===== src/rtl/pipeline_pkg.sv =====
// Shared pipeline types and constants.
// Used by the fetch stage and later pipeline registers.
package pipeline_pkg;

  localparam int unsigned XLEN = 32;

  localparam logic [XLEN-1:0] NOP_WORD = 32'h0000_0000;

  localparam logic [XLEN-1:0] PC_INC = 32'd4;

  typedef struct packed {
    logic [XLEN-1:0] instruction;
    logic [XLEN-1:0] pcplus4;
    logic            valid;
  } if_id_t;

  function automatic if_id_t bubble(
    input logic [XLEN-1:0] nop
  );
    if_id_t b;
    b.instruction = nop;
    b.pcplus4     = '0;
    b.valid       = 1'b0;
    return b;
  endfunction

  function automatic logic [XLEN-1:0] word_align(
    input logic [XLEN-1:0] addr
  );
    return addr & ~32'h0000_0003;
  endfunction

endpackage


===== src/rtl/if_stage_fetch_if.sv =====
// Fetch-stage bus: instruction memory port
// plus the IF/ID register outputs.
interface if_stage_fetch_if;

  logic [31:0] ImemAddress;
  logic [31:0] ImemInstruction;
  logic [31:0] IfIdInstruction;
  logic [31:0] IfIdPCPlus4;
  logic        IfIdValid;

  modport master (
    output ImemAddress,
    input  ImemInstruction,
    output IfIdInstruction,
    output IfIdPCPlus4,
    output IfIdValid
  );

  modport slave (
    input  ImemAddress,
    output ImemInstruction,
    input  IfIdInstruction,
    input  IfIdPCPlus4,
    input  IfIdValid
  );

endinterface


===== src/rtl/if_stage_fetch_if_id_reg.sv =====
// IF/ID pipeline register.
// Priority: reset > flush > stall > load.
module if_id_reg
  import pipeline_pkg::*;
#(
  parameter logic [31:0] NOP = 32'h0000_0000
) (
  input  logic   Clk,
  input  logic   Reset,
  input  logic   i_stall,
  input  logic   i_flush,
  input  if_id_t i_d,
  output if_id_t o_q
);

  if_id_t r_q;

  // bubble on reset/flush, hold on stall, else load
  always_ff @(posedge Clk) begin
    if (!Reset) begin
      r_q <= bubble(NOP);
    end else if (i_flush) begin
      r_q <= bubble(NOP);
    end else if (!i_stall) begin
      r_q <= i_d;
    end
  end

  assign o_q = r_q;

endmodule


===== src/rtl/if_stage_fetch.sv =====
// Instruction fetch stage: PC + IF/ID register.
// Optional perf counters: IF_STAGE_PERF_CNT_EN.
module if_stage_fetch #(
  parameter logic [31:0] RESET_PC = 32'h0000_0000,
  parameter logic [31:0] NOP_WORD =
    pipeline_pkg::NOP_WORD
) (
  input  logic        Clk,
  input  logic        Reset,
  input  logic        Stall,
  input  logic        Flush,
  input  logic        RedirectValid,
  input  logic [31:0] RedirectPC,
  if_stage_fetch_if.master bus,
  output logic [31:0] PC
`ifdef IF_STAGE_PERF_CNT_EN
  ,
  output logic [31:0] FetchCount,
  output logic [31:0] StallCount,
  output logic [31:0] FlushCount
`endif
);

  import pipeline_pkg::*;

  logic [31:0] r_pc;
  logic [31:0] w_pc_plus4;
  logic [31:0] w_redirect_pc;
  logic        w_flush;
  if_id_t      w_ifid_d;
  if_id_t      w_ifid_q;

  assign w_pc_plus4    = r_pc + PC_INC;
  assign w_redirect_pc = word_align(RedirectPC);
  assign w_flush       = Flush | RedirectValid;

  // PC: reset > redirect > stall > advance
  always_ff @(posedge Clk) begin
    if (!Reset) begin
      r_pc <= RESET_PC;
    end else if (RedirectValid) begin
      r_pc <= w_redirect_pc;
    end else if (!Stall) begin
      r_pc <= w_pc_plus4;
    end
  end

  assign w_ifid_d.instruction = bus.ImemInstruction;
  assign w_ifid_d.pcplus4     = w_pc_plus4;
  assign w_ifid_d.valid       = 1'b1;

  if_id_reg #(
    .NOP (NOP_WORD)
  ) u_if_id_reg (
    .Clk     (Clk),
    .Reset   (Reset),
    .i_stall (Stall),
    .i_flush (w_flush),
    .i_d     (w_ifid_d),
    .o_q     (w_ifid_q)
  );

  assign bus.ImemAddress     = r_pc;
  assign bus.IfIdInstruction = w_ifid_q.instruction;
  assign bus.IfIdPCPlus4     = w_ifid_q.pcplus4;
  assign bus.IfIdValid       = w_ifid_q.valid;
  assign PC                  = r_pc;

`ifdef IF_STAGE_PERF_CNT_EN
  logic [31:0] r_fetch_cnt;
  logic [31:0] r_stall_cnt;
  logic [31:0] r_flush_cnt;
  logic        w_fetch_ev;
  logic        w_stall_ev;

  assign w_fetch_ev = !w_flush && !Stall;
  assign w_stall_ev = Stall && !RedirectValid;

  // event counters, cleared by reset, free-wrapping
  always_ff @(posedge Clk) begin
    if (!Reset) begin
      r_fetch_cnt <= '0;
      r_stall_cnt <= '0;
      r_flush_cnt <= '0;
    end else begin
      if (w_fetch_ev) r_fetch_cnt <= r_fetch_cnt + 32'd1;
      if (w_stall_ev) r_stall_cnt <= r_stall_cnt + 32'd1;
      if (w_flush)    r_flush_cnt <= r_flush_cnt + 32'd1;
    end
  end

  assign FetchCount = r_fetch_cnt;
  assign StallCount = r_stall_cnt;
  assign FlushCount = r_flush_cnt;
`endif

endmodule


===== src/flat_wrapper.sv =====
// flat-port wrapper written by rule: the top's interface ports become plain ports
module if_stage_fetch_flat import pipeline_pkg::*;
#(
  parameter logic [31:0] RESET_PC = 32'h0000_0000,
  parameter logic [31:0] NOP_WORD =
    pipeline_pkg::NOP_WORD
)
  (Clk, Reset, Stall, Flush, RedirectValid, RedirectPC, PC, bus_ImemAddress, bus_ImemInstruction, bus_IfIdInstruction, bus_IfIdPCPlus4, bus_IfIdValid);
  if_stage_fetch_if bus_i ();
  input  logic Clk;
  input  logic Reset;
  input  logic Stall;
  input  logic Flush;
  input  logic RedirectValid;
  input  logic [31:0] RedirectPC;
  output logic [31:0] PC;
  output wire logic [$bits(bus_i.ImemAddress)-1:0] bus_ImemAddress;
  input wire logic [$bits(bus_i.ImemInstruction)-1:0] bus_ImemInstruction;
  output wire logic [$bits(bus_i.IfIdInstruction)-1:0] bus_IfIdInstruction;
  output wire logic [$bits(bus_i.IfIdPCPlus4)-1:0] bus_IfIdPCPlus4;
  output wire logic [$bits(bus_i.IfIdValid)-1:0] bus_IfIdValid;
  assign bus_ImemAddress = bus_i.ImemAddress;
  assign bus_i.ImemInstruction = bus_ImemInstruction;
  assign bus_IfIdInstruction = bus_i.IfIdInstruction;
  assign bus_IfIdPCPlus4 = bus_i.IfIdPCPlus4;
  assign bus_IfIdValid = bus_i.IfIdValid;
  if_stage_fetch #(.RESET_PC(RESET_PC), .NOP_WORD(NOP_WORD)) u_core (.Clk(Clk), .Reset(Reset), .Stall(Stall), .Flush(Flush), .RedirectValid(RedirectValid), .RedirectPC(RedirectPC), .bus(bus_i), .PC(PC));
endmodule

===== config.mk =====
export PLATFORM = sky130hd
export DESIGN_NAME = if_stage_fetch_flat
export DESIGN_NICKNAME = d
export VERILOG_FILES = /design/src/rtl/pipeline_pkg.sv /design/src/rtl/if_stage_fetch_if.sv /design/src/rtl/if_stage_fetch_if_id_reg.sv /design/src/rtl/if_stage_fetch.sv /design/src/flat_wrapper.sv
export SDC_FILE = /design/constraint.sdc
export NUM_CORES = 1
export LEC_CHECK = 0
export ABC_AREA = 1
export CORE_MARGIN = 5
export CORE_UTILIZATION = 41
export CTS_BUF_LIST = sky130_fd_sc_hd__clkbuf_16
export DETAILED_ROUTE_END_ITERATION = 7
export PLACE_DENSITY = 0.77
export SLEW_MARGIN = 25
export SYNTH_ARGS = -nofsm -noshare
export SYNTH_HDL_FRONTEND = slang
export SYNTH_SLANG_ARGS = --single-unit

===== constraint.sdc =====
create_clock -name Clk -period 1.65 [get_ports Clk]
set_input_delay 0.33 -clock Clk [delete_from_list [all_inputs] [get_ports Clk]]
set_output_delay 0.33 -clock Clk [all_outputs]
set_load 0.01 [all_outputs]

; Word level (Yosys, flattened, before mapping)
; Index checks and enable logic that the tools add are counted.
[word_totals]
regBits = 97
wordCells = 13
[classes]
add_sub_neg = 1
eq_ne = 1
mux = 2
bitwise = 2
reduce_logical = 2
[op_table]
columns = operator, count
row1 = $mux W32, 2
row2 = $add A32 B3 Y32 const B, 1
row3 = $reduce_or A2 Y1, 2
row4 = $ne A2 B1 Y1 const B, 1
row5 = $not A1 Y1, 1
row6 = $or A1 B1 Y1, 1

; Longest topological paths before layout
[logic_depth]
depth_word = 3
mapped_depth = 9
ltp_nobuf = 9

; By module
; A second synthesis with hierarchy kept.
[unflattened]
hier_cells = 681
hier_area_um2 = 4748.3
[by_module_without_submodules]
columns = module, n_inst, cells_per_inst, area_each_um2, seq_area_each_um2
row1 = if_stage_fetch, 1, 397, 2469.9, 600.6
row2 = if_id_reg, 1, 284, 2278.4, 1301.2

; Least setup slack after synthesis
; No wires, ideal clock.
[synth_timing]
path_kind = register to register
from = register u_core.r_pc[3], in the netlist u_core.PC[3]
to = register u_core.r_pc[24], in the netlist u_core.PC[24]
setup_ns = 0.074
arrival_time_ns = 1.427
t_required_ns = 1.576
path_slack_ns = 0.148
path_stages_with_launch = 10
n_path_buf = 0
period_less_slack_ns = 1.502
cell_sequence = dfxtp_1 > ha_1 > nand2_2 > nor2_1 > nand2_1 > nor2_1 > nand2_1 > nand2_1 > nand3_1 > o21ai_0
[synth_via]
elab_chain_len = 3
[synth_lines]
columns = item, line
row1 = "start, declared", if_stage_fetch.sv:26  ; logic [31:0] r_pc;
row2 = "start signal, assigned", if_stage_fetch.sv:42  ; r_pc <= w_redirect_pc;
row3 = "start signal, assigned", if_stage_fetch.sv:44  ; r_pc <= w_pc_plus4;
row4 = $add A32 B3 Y32, if_stage_fetch.sv:33  ; assign w_pc_plus4 = r_pc + PC_INC;
row5 = $mux W32, if_stage_fetch.sv:43  ; end else if (!Stall) begin
row6 = $mux W32, if_stage_fetch.sv:41  ; end else if (RedirectValid) begin
; Every way passes these cells. The select of a mux whose other input is x is not followed.
; A chain may end at the register's enable or synchronous reset.

; Worst setup path in the final report
[layout_timing]
from = register u_core.r_pc[19], in the netlist u_core.PC[19]
to = output port PC[19]
[layout_rtl]
columns = item, line
row1 = "end, declared", flat_wrapper.sv:16  ; output logic [31:0] PC;
; No word-level cell between the ends.

==> reports/results.txt <==
cts hold-fix bufs: 0
via-per-instance ratio: 4.92
CTS sink count: 93
placed cells: 974
initial antenna violation count: 0
Critical path buffers and inverters: 1
Setup crit start: u_core.PC[19]
Critical Path RT: 1.32 ns
Power Density: 772 nW/um^2
sequential area share after synthesis: 0.393
DRC: 0
Clock Tree Root: clkbuf_16
initial core utilization: 0.416
max-slew violations: 0
layout net count: 913
total die area: 13800 sq um
flop2flop setup slack: 0.06 ns
Yosys Warn Count: 0
reg2reg start: u_core.PC[3]
critical path depth: 1
crit start category: flip-flop
first-pass GRT wire length: 24.7 mm
GPL Wtd Cong: 0.921
distinct cell type count after synthesis: 28
Setup crit end: PC[19]
H-tree depth: 3
fin crit period: 1.62 ns
CP Class: reg2out
FMAX: 618 MHz
vias in the first global route: 4992
Worst path max stage delay: 0.56 ns
RSZ-0062 raised after global routing: true
Worst Setup End Kind: output port
worst path cell trace: clkdlybuf4s50_1
Post-synth EDFFs: 0
Worst Path Arrival: 1.29 ns
Most used DFF post-synth: dfxtp_1
Die X: 117 microns
worst-path maximum fanout: 6
status: finished clean
total number of vias: 4876
Post-DP HPWL: 11.7 mm
HP Class: reg2reg
initial DRC count: 264
Post-Synthesis Cells: 669
routed len/inst: 15.3 microns
first-pass detailed-route iteration total: 5
row count: 39
Layout fillers: 1037
Die Y: 117 microns
share of cells above drive strength 1: 0.182
routed wire length: 15.2 mm
ys async rst share: 0
CP delay by family, top: buffers and inverters
pin count of the biggest net entering global routing: 34
CTS buffer count: 9
synthesized cell area: 4730 sq um
IO Count: 198
Skew-Pair Late Insertion Delay: 0.34 ns
FF-to-FF path depth: 8
post-route cell area: 7040 sq um
dpl cell area: 6660 sq um
area of the core: 11400 sq um
fin util: 0.619
skew final: 0.00323 ns
GRT overflow: 0
CTS tree: done
worst-case clock buffer depth: 2
Max IR drop VDD: 443 uV
Port Buffers: 189
Max-Cap Viols: 0
CP max-delay cell: clkdlybuf4s50_1
syn avg cell area: 7.07 sq um
GR Util All Layers: 0.216
Tcrit/Tclk final: 0.981
Hold Vio Cnt, Final: 0
Yosys reg bits: 93
antenna cell count: 0
final setup fails: 0
P&R area growth vs syn: 48.8%
DRT antenna net count: 0
worst reg2reg path endpoint: u_core.PC[16]
Reg clk slew, reported paths: 0.06 ns
post-route insts no fill: 991
leakage: 2.72 nW
==> stage by stage <==
stage	setup TNS, ns	worst slack (ns)	hold WS (ns)	total power [mW]
6_report	0	0.0307	0.476	5.44
5_1_grt	-0.0219	-0.00866	0.498	5.65
4_1_cts	0	0.00534	0.478	5.47
3_5_place_dp	-4.73	-0.116	0.465	3.31
3_3_place_gp	-4.49	-0.0892	0.454	3.29
2_1_floorplan	0	0.148	0.443	2.86
==> cells in the final DEF, fill, tap and decap left out, drive strengths merged, types with 4 or more instances in the layout <==
cell,netlist,final
buf,46,36
dlygate4sd2,0,29
clkdlybuf4s50,0,154
conb,1,6
nand3,41,41
nand2,233,233
dlymetal6s2s,0,5
inv,46,48
dfxtp,93,93
a21oi,67,67
o21ai,55,55
clkbuf,20,9
xor2,4,4
nor2,52,52
==> kinds of logic after synthesis <==
family,count (synthesis),synth area share
simple gates,332,0.286
compound gates,126,0.179
buf+inv,112,0.130
flops,93,0.393
xor+xnor,4,0.00740
fa+ha+maj,1,0.00264
other cells,1,0.000792
==> layout make-up <==
cell class,instances,area (sq um),share of cell area
Clock buffer,9,225,0.0320
Multi-Input combinational cell,469,2340,0.332
Inverter,46,173,0.0245
Tap cell,143,179,0.0254
Timing Repair Buffer,224,2150,0.305
Sequential cell,93,1890,0.268
Clock inverter,7,90.1,0.0128
==> what timing repair did <==
| item | 4_1_cts | 5_1_grt |
|---|---|---|
| resized for setup | 52 | 24 |
| pin swaps | 0 | 4 |
| setup buffers | 0 | 1 |
| endpoints found under the setup margin | 62 | 33 |
==> synth_stat cells, types with 2 or more instances <==
library cell | instances | area, sq um
a21oi_1 | 11 | 55.1
a21oi_2 | 56 | 490
a31oi_1 | 3 | 18.8
and2_1 | 2 | 12.5
buf_2 | 2 | 10.0
buf_4 | 37 | 278
buf_6 | 6 | 67.6
clkbuf_1 | 19 | 71.3
dfxtp_1 | 93 | 1860
inv_1 | 42 | 158
inv_2 | 4 | 15.0
nand2_1 | 229 | 860
nand2_2 | 4 | 25.0
nand3_1 | 41 | 205
nor2_1 | 45 | 169
nor2_2 | 4 | 25.0
nor2_4 | 3 | 33.8
o21ai_0 | 52 | 260
o21ai_1 | 3 | 15.0
or2_2 | 2 | 12.5
xor2_1 | 4 | 35.0
==> worst min-delay path by stage <==
stage	startpoint	to	slack, ns	cells after the start
detailed placement	u_core.u_if_id_reg.o_q[12]	u_core.u_if_id_reg.o_q[12]	0.46	2
global placement	u_core.u_if_id_reg.o_q[64]	u_core.u_if_id_reg.o_q[64]	0.45	2
finish	u_core.u_if_id_reg.o_q[32]	u_core.u_if_id_reg.o_q[32]	0.48	2
CTS	u_core.u_if_id_reg.o_q[5]	u_core.u_if_id_reg.o_q[5]	0.48	2
floorplan	Reset	u_core.PC[17]	0.44	2
global route	u_core.u_if_id_reg.o_q[46]	u_core.u_if_id_reg.o_q[46]	0.50	2
==> report_power, final <==
group,internal (mW),total (mW),leakage [nW],switching (mW)
Combinational,0.429,0.853,1.80,0.425
Sequential,2.32,2.39,0.764,0.0717
Clock,1.32,2.19,0.159,0.871
Total,4.07,5.44,2.72,1.37
==> registers in the layout (all words and copies together) (netlist names) <==
signal	cells
u_core.PC	30
u_core.u_if_id_reg.o_q	63
==> routing by layer <==
metal / vias to the layer above / GRT usage / share of wire / wire, microns
met1: 2222 / 0.253 / 0.41 / 6290
met5: - / 0 / 0 / 0
met3: 20 / 0.0765 / 0.092 / 1400
met4: 0 / 0.0761 / 0.019 / 286
met2: 197 / 0.365 / 0.48 / 7230
li1: 2437 / - / - / -
Note: power is estimated with default switching activity, not from simulation.
